File: config.mk
export PLATFORM = sky130hd
export DESIGN_NAME = apb_xfer_arbiter
export DESIGN_NICKNAME = d
export VERILOG_FILES = /design/src/rtl/apb_xfer_pkg.sv /design/src/rtl/apb_rr_pick.sv /design/src/rtl/apb_xfer_arbiter.sv
export SDC_FILE = /design/constraint.sdc
export NUM_CORES = 1
export LEC_CHECK = 0
export ABC_AREA = 0
export CAP_MARGIN = 30
export CORE_UTILIZATION = 47
export CTS_CLUSTER_SIZE = 20
export DETAILED_ROUTE_END_ITERATION = 12
export GPL_ROUTABILITY_DRIVEN = 0
export GPL_TIMING_DRIVEN = 0
export PLACE_DENSITY_LB_ADDON = 0.12
export SLEW_MARGIN = 25
export SYNTH_ARGS = -nofsm -noshare
export SYNTH_HDL_FRONTEND = slang
export SYNTH_SLANG_ARGS = --single-unit
export TNS_END_PERCENT = 10
File: constraint.sdc
create_clock -name pclk -period 3.5 [get_ports pclk]
set_clock_uncertainty 0.05 [all_clocks]
set_input_delay 0.35 -clock pclk [delete_from_list [all_inputs] [get_ports pclk]]
set_output_delay 0.35 -clock pclk [all_outputs]
set_load 0.005 [all_outputs]
File: src/rtl/apb_xfer_pkg.sv
// apb_xfer_pkg: shared types and constants for the APB transfer arbiter.
// Encodings, bus widths and the scheduler state enum.
package apb_xfer_pkg;

    localparam logic [1:0] ENC_WR = 2'b01;
    localparam logic [1:0] ENC_RD = 2'b10;

    localparam int ADDR_W = 8;
    localparam int DATA_W = 8;

    typedef enum logic [2:0] {
        ST_IDLE,
        ST_ISSUE,
        ST_WAIT_RD,
        ST_WAIT_WR,
        ST_RESP
    } xfer_state_t;

    function automatic logic enc_legal(input logic [1:0] enc);
        return (enc == ENC_WR) || (enc == ENC_RD);
    endfunction

endpackage

File: src/rtl/apb_rr_pick.sv
// apb_rr_pick: combinational round-robin picker.
// Searches upward from ptr_i and returns a one-hot grant plus its index.
module apb_rr_pick #(
    parameter int NREQ = 2,
    parameter int PW   = $clog2(NREQ)
) (
    input  logic [NREQ-1:0] req_valid_i,
    input  logic [PW-1:0]   ptr_i,
    output logic [NREQ-1:0] grant_o,
    output logic [PW-1:0]   idx_o,
    output logic            any_o
);

    logic found;
    int   j;

    // First requester at or above the pointer, wrapping past NREQ-1
    always_comb begin
        grant_o = '0;
        idx_o   = '0;
        found   = 1'b0;
        j       = 0;
        for (int i = 0; i < NREQ; i++) begin
            j = int'(ptr_i) + i;
            if (j >= NREQ) j = j - NREQ;
            for (int k = 0; k < NREQ; k++) begin
                if (!found && (k == j) && req_valid_i[k]) begin
                    found      = 1'b1;
                    grant_o[k] = 1'b1;
                    idx_o      = PW'(k);
                end
            end
        end
    end

    assign any_o = |req_valid_i;

endmodule

File: src/rtl/apb_xfer_arbiter.sv
// apb_xfer_arbiter: round-robin scheduler in front of apb_top's trf port.
// One command in flight; reads end on a strobe, writes after WR_LAT cycles.
module apb_xfer_arbiter
    import apb_xfer_pkg::*;
#(
    parameter int NREQ    = 2,
    parameter int WR_LAT  = 2,
    parameter int TIMEOUT = 16
) (
    input  logic                   pclk,
    input  logic                   prstn,
    input  logic [NREQ-1:0]        req_valid,
    input  logic [2*NREQ-1:0]      req_enc,
    input  logic [ADDR_W*NREQ-1:0] req_addr,
    input  logic [DATA_W*NREQ-1:0] req_wdata,
    output logic [NREQ-1:0]        req_ready,
    output logic [NREQ-1:0]        rsp_valid,
    output logic [DATA_W-1:0]      rsp_rdata,
    output logic                   rsp_err,
    output logic                   busy,
    output logic                   trf_valid,
    output logic [1:0]             trf_enc,
    output logic [ADDR_W-1:0]      trf_addr,
    output logic [DATA_W-1:0]      trf_wdata,
    input  logic [DATA_W-1:0]      trf_rdata,
    input  logic                   trf_rdata_valid
);

    localparam int PW = $clog2(NREQ);
    localparam logic [7:0] WR_LAST = 8'(WR_LAT - 1);
    localparam logic [7:0] TO_LAST = 8'(TIMEOUT - 1);

    xfer_state_t         state_q;
    logic [PW-1:0]       ptr_q, ptr_d;
    logic [NREQ-1:0]     owner_q;
    logic [7:0]          cnt_q;
    logic [NREQ-1:0]     req_ready_q, rsp_valid_q;
    logic [DATA_W-1:0]   rsp_rdata_q;
    logic                rsp_err_q;
    logic                trf_valid_q;
    logic [1:0]          trf_enc_q;
    logic [ADDR_W-1:0]   trf_addr_q;
    logic [DATA_W-1:0]   trf_wdata_q;

    logic [NREQ-1:0]     grant;
    logic [PW-1:0]       pick_idx;
    logic                pick_any;
    logic [1:0]          sel_enc;
    logic [ADDR_W-1:0]   sel_addr;
    logic [DATA_W-1:0]   sel_wdata;

    apb_rr_pick #(.NREQ(NREQ), .PW(PW)) u_pick (
        .req_valid_i (req_valid),
        .ptr_i       (ptr_q),
        .grant_o     (grant),
        .idx_o       (pick_idx),
        .any_o       (pick_any)
    );

    // Route the winner's command fields and compute the next pointer
    always_comb begin
        sel_enc   = '0;
        sel_addr  = '0;
        sel_wdata = '0;
        for (int i = 0; i < NREQ; i++) begin
            if (grant[i]) begin
                sel_enc   = req_enc[2*i +: 2];
                sel_addr  = req_addr[ADDR_W*i +: ADDR_W];
                sel_wdata = req_wdata[DATA_W*i +: DATA_W];
            end
        end
        ptr_d = (pick_idx == PW'(NREQ - 1)) ? '0 : pick_idx + 1'b1;
    end

    // Scheduler FSM with registered outputs; counters stop at their limit
    always_ff @(posedge pclk or negedge prstn) begin
        if (!prstn) begin
            state_q     <= ST_IDLE;
            ptr_q       <= '0;
            owner_q     <= '0;
            cnt_q       <= '0;
            req_ready_q <= '0;
            rsp_valid_q <= '0;
            rsp_rdata_q <= '0;
            rsp_err_q   <= 1'b0;
            trf_valid_q <= 1'b0;
            trf_enc_q   <= 2'b00;
            trf_addr_q  <= '0;
            trf_wdata_q <= '0;
        end else begin
            trf_valid_q <= 1'b0;
            req_ready_q <= '0;
            rsp_valid_q <= '0;
            unique case (state_q)
                ST_IDLE: begin
                    if (pick_any) begin
                        owner_q <= grant;
                        ptr_q   <= ptr_d;
                        cnt_q   <= '0;
                        if (enc_legal(sel_enc)) begin
                            trf_valid_q <= 1'b1;
                            trf_enc_q   <= sel_enc;
                            trf_addr_q  <= sel_addr;
                            trf_wdata_q <= sel_wdata;
                            req_ready_q <= grant;
                            state_q     <= ST_ISSUE;
                        end else begin
                            rsp_valid_q <= grant;
                            rsp_rdata_q <= '0;
                            rsp_err_q   <= 1'b1;
                            state_q     <= ST_RESP;
                        end
                    end
                end
                ST_ISSUE: begin
                    cnt_q   <= '0;
                    state_q <= (trf_enc_q == ENC_RD) ? ST_WAIT_RD : ST_WAIT_WR;
                end
                ST_WAIT_RD: begin
                    if (trf_rdata_valid) begin
                        rsp_valid_q <= owner_q;
                        rsp_rdata_q <= trf_rdata;
                        rsp_err_q   <= 1'b0;
                        state_q     <= ST_RESP;
                    end else if (cnt_q >= TO_LAST) begin
                        rsp_valid_q <= owner_q;
                        rsp_rdata_q <= '0;
                        rsp_err_q   <= 1'b1;
                        state_q     <= ST_RESP;
                    end else begin
                        cnt_q <= cnt_q + 8'd1;
                    end
                end
                ST_WAIT_WR: begin
                    if (cnt_q >= WR_LAST) begin
                        rsp_valid_q <= owner_q;
                        rsp_rdata_q <= '0;
                        rsp_err_q   <= 1'b0;
                        state_q     <= ST_RESP;
                    end else begin
                        cnt_q <= cnt_q + 8'd1;
                    end
                end
                ST_RESP: begin
                    rsp_rdata_q <= '0;
                    rsp_err_q   <= 1'b0;
                    state_q     <= ST_IDLE;
                end
                default: state_q <= ST_IDLE;
            endcase
        end
    end

    assign req_ready = req_ready_q;
    assign rsp_valid = rsp_valid_q;
    assign rsp_rdata = rsp_rdata_q;
    assign rsp_err   = rsp_err_q;
    assign busy      = (state_q != ST_IDLE);
    assign trf_valid = trf_valid_q;
    assign trf_enc   = trf_enc_q;
    assign trf_addr  = trf_addr_q;
    assign trf_wdata = trf_wdata_q;

endmodule

==> reports/qor.tcl <==
set qor(crit_path_max_incr_delay_ns) 0.69
set qor(core.rowCount) 24
set qor(max_slew.worst_pin.slew_ns) 0.887
set qor(fp.dieH_um) 70
set qor(cp.arrival_ns) 2.04
set qor(route.detailed.wl_per_inst_um) 14.6
set qor(fin_total_pwr_uw) 2390
set qor(yosys_warnings) 0
set qor(timing_worst_setup_path_type) {reg2out}
set qor(n_fill_cell) 352
set qor(post_cts.repair.setup_buffers) 0
set qor(cts-htree-levels) 2
set qor(drt_first_pass_iters) 4
set qor(io_buffer_count) 81
set qor(die_area_sq_mm) 0.00490
set qor(synth_cells) 214
set qor(setup_total_negative_slack_ns) 0
set qor(core_sq_mm) 0.00441
set qor(irDropWorstVdd_uv) 493
set qor(drive_above_1_share_pct) 6.89
set qor(slew_violations) 0
set qor(ff_latch_area_sq_mm) 0.00115
set qor(synth.cell_area_sq_mm) 0.00217
set qor(route.detailed.vias_per_inst) 5.45
set qor(numCtsBuffers) 5
set qor(top_cells_by_area_in_the_synthesized_netlist) {dfrtp_1 (53%), a21oi_1 (8.5%), a22oi_1 (5.5%)}
set qor(die_w_um) 70
set qor(power_leakage_uw) 0.00131
set qor(clkLatencyLatePin_ns) 0.29
set qor(worst_path_max_delay_cell) {nor3_1}
set qor(drt_iter0_markers) 133
set qor(grt_max_degree) 28
set qor(clk_path_buf_depth) 2
set qor(yosysTopAreaCell) {dfrtp_1}
set qor(worst_ep_required_time_ns) 3.10
set qor(synth.net_count) 266
set qor(finalNetCount) 356
set qor(max-slew-margin-rel_pct) 40.7
set qor(cts.sink_count) 46
set qor(power_per_cell_area_mw_per_mm2) 755
set qor(via_count) 1944
set qor(run_status) {completed}
set qor(number_of_remaining_drc_errors) 0
set qor(design.portCount) 82
set qor(grt.total_usage_pct) 22.3
set qor(syn_avg_cell_area_sq_um) 10.2
set qor(finalSetupViolCount) 0
set qor(final_antenna_net_count) 0
set qor(min_period_over_period_pct) 69.8
set qor(synth_seq_area_share_pct) 53.0
set qor(ant_diodes) 0
set qor(maxCapViolations) 0
set qor(grt_pass1_vias) 1867
set qor(synthToLayoutAreaGrowth_pct) 45.7
set qor(initial_core_utilization_pct) 49.2
set qor(layout_commonest_cell) {clkdlybuf4s50_1}
set qor(netlist-cell-type-count) 42
set qor(series_of_cell_instances_along_the_critical_path) {nor3_1, inv_1, clkdlybuf4s50_1}
set qor(timing.critical_path.to_type) {output pin}
set qor(whs_ns) 0.438
set qor(initial_antenna_violation_count) 0
set qor(clock_tree_root_buffer_cell) {clkbuf_8}
set qor(timing.critical_path.from_type) {flip-flop}
set qor(critPathMaxFanout) 8
set qor(drt-total-wl_um) 5210
set qor(overflow) 0
set qor(finalWorstPathRequiredPeriod_ns) 2.44
set qor(path_clk_slew_ns) 0.08
set qor(yosys_register_bits) 46
set qor(fmax_mhz) 409
set qor(multi_input_comb_area_sq_um) 911
set qor(tritoncts) {done}
set qor(classification_of_the_worst_slack_hold_path) {reg2reg}
set qor(layout.cells.most_common_list) {clkdlybuf4s50_1 (80), dfrtp_1 (46), a21oi_1 (37)}
set qor(dp.final_hpwl_um) 3820
set qor(yosysTopAreaCellShare_pct) 53.0
set qor(grt_setup_unrepaired) {false}
set qor(finalHoldViolations) 0
set qor(global_route_wire_length_before_repair_um) 8760
==> per-stage QoR <==
step                      cell area (sq um)  worst slack (ns)  utilization (%)  std cells
final                                  3170              1.06             71.7        357
after floorplan                        2170              1.60                -        214
after global routing                   3170             0.893             71.7        357
after detailed placement               3060             0.857             69.4        348
after global placement                 3050             0.747             69.1        347
after CTS                              3170              1.08             71.7        357
==> cell families (layout without fill, tap and decap cells) <==
family | count (synthesis) | in the layout | share of synthesized area (%)
adders and majority gates | 3 | 3 | 1.73
buffers and inverters | 24 | 115 | 5.12
muxes | 4 | 4 | 2.01
AOI/OAI and AO/OA | 86 | 86 | 26.0
DFF | 46 | 46 | 53.0
and+or+nand+nor | 50 | 50 | 11.5
xor gates and xnor gates | 1 | 1 | 0.749
==> synth_stat cells <==
library cell	n
a32oi_2	1
buf_4	1
a21oi_1	37
buf_6	2
clkbuf_1	7
o21a_1	1
nor2b_1	8
mux2_2	2
ha_1	3
o31ai_1	2
a31oi_1	2
buf_2	2
and2_1	2
o22ai_1	1
a31o_2	1
nand2b_1	2
mux2_1	1
a32o_1	1
dfrtp_1	46
a21boi_2	1
nor4b_1	1
nor2_1	9
or4_1	1
a32oi_4	1
o22a_1	2
inv_1	11
nand3_1	1
buf_1	1
a311oi_1	1
nand2_1	17
nor3_1	3
o21ai_0	13
a22oi_1	16
a311o_1	1
and3_1	3
xor2_2	1
nor4_1	1
a22o_1	2
mux2i_1	1
nor3b_1	2
a21o_1	1
o2bb2ai_1	2
==> final timing paths <==
path / endpoint / cells past startpoint / slack (ns) / start
worst min register to register: owner_q[0] / 2 / 0.44 / owner_q[0]
max in group asynchronous: trf_wdata[2] / 3 / 2.40 / prstn
min in group asynchronous: cnt_q[5] / 2 / 0.50 / prstn
worst max register to register: trf_enc[1] / 4 / 1.28 / state_q[1]
worst min-delay path: owner_q[0] / 2 / 0.44 / owner_q[0]
worst max-delay path: busy / 3 / 1.06 / state_q[1]
==> layer usage <==
metal / wire length, um / track usage [%]
met2: 2440 / 34.0
met1: 2440 / 31.6
met5: 0 / 0
met4: 62 / 6.89
met3: 273 / 5.48
==> repair_timing <==
item	in CTS	in global routing
gates resized for setup	0	0
endpoints found under the hold margin	19	0
hold buffers	1	0
setup endpoints to repair	0	0
==> final cells by class <==
| class | instances | area share, % |
|---|---|---|
| buffer | 13 | 2.21 |
| clock buffer | 7 | 2.73 |
| clock inverter | 1 | 0.158 |
| inverter | 11 | 1.30 |
| multi-input combinational | 144 | 28.8 |
| sequential | 46 | 36.4 |
| tap | 52 | 2.06 |
| timing repair buffer | 83 | 26.4 |
==> worst max-delay path, delay by kind of cell, from the launching register on <==
| kind | cells | cell delay (ns) |
|---|---|---|
| buffers and inverters | 2 | 0.63 |
| flip-flops | 1 | 0.44 |
| AND/OR/NAND/NOR | 1 | 0.69 |
==> registers in the layout (all words and copies together), names as in the netlist <==
register   count
state_q        3
trf_wdata      8
rsp_err        1
rsp_valid      2
trf_addr       8
rsp_rdata      8
ptr_q          1
trf_enc        2
owner_q        2
trf_valid      1
req_ready      2
cnt_q          8
==> where the power goes <==
group	switching, uW	leakage [uW]	total [uW]	internal, uW
combinational	561	0.000686	1180	623
sequential	130	0.000576	879	749
clock	167	0.0000482	326	159
Note: power is estimated with default switching activity, not from simulation.
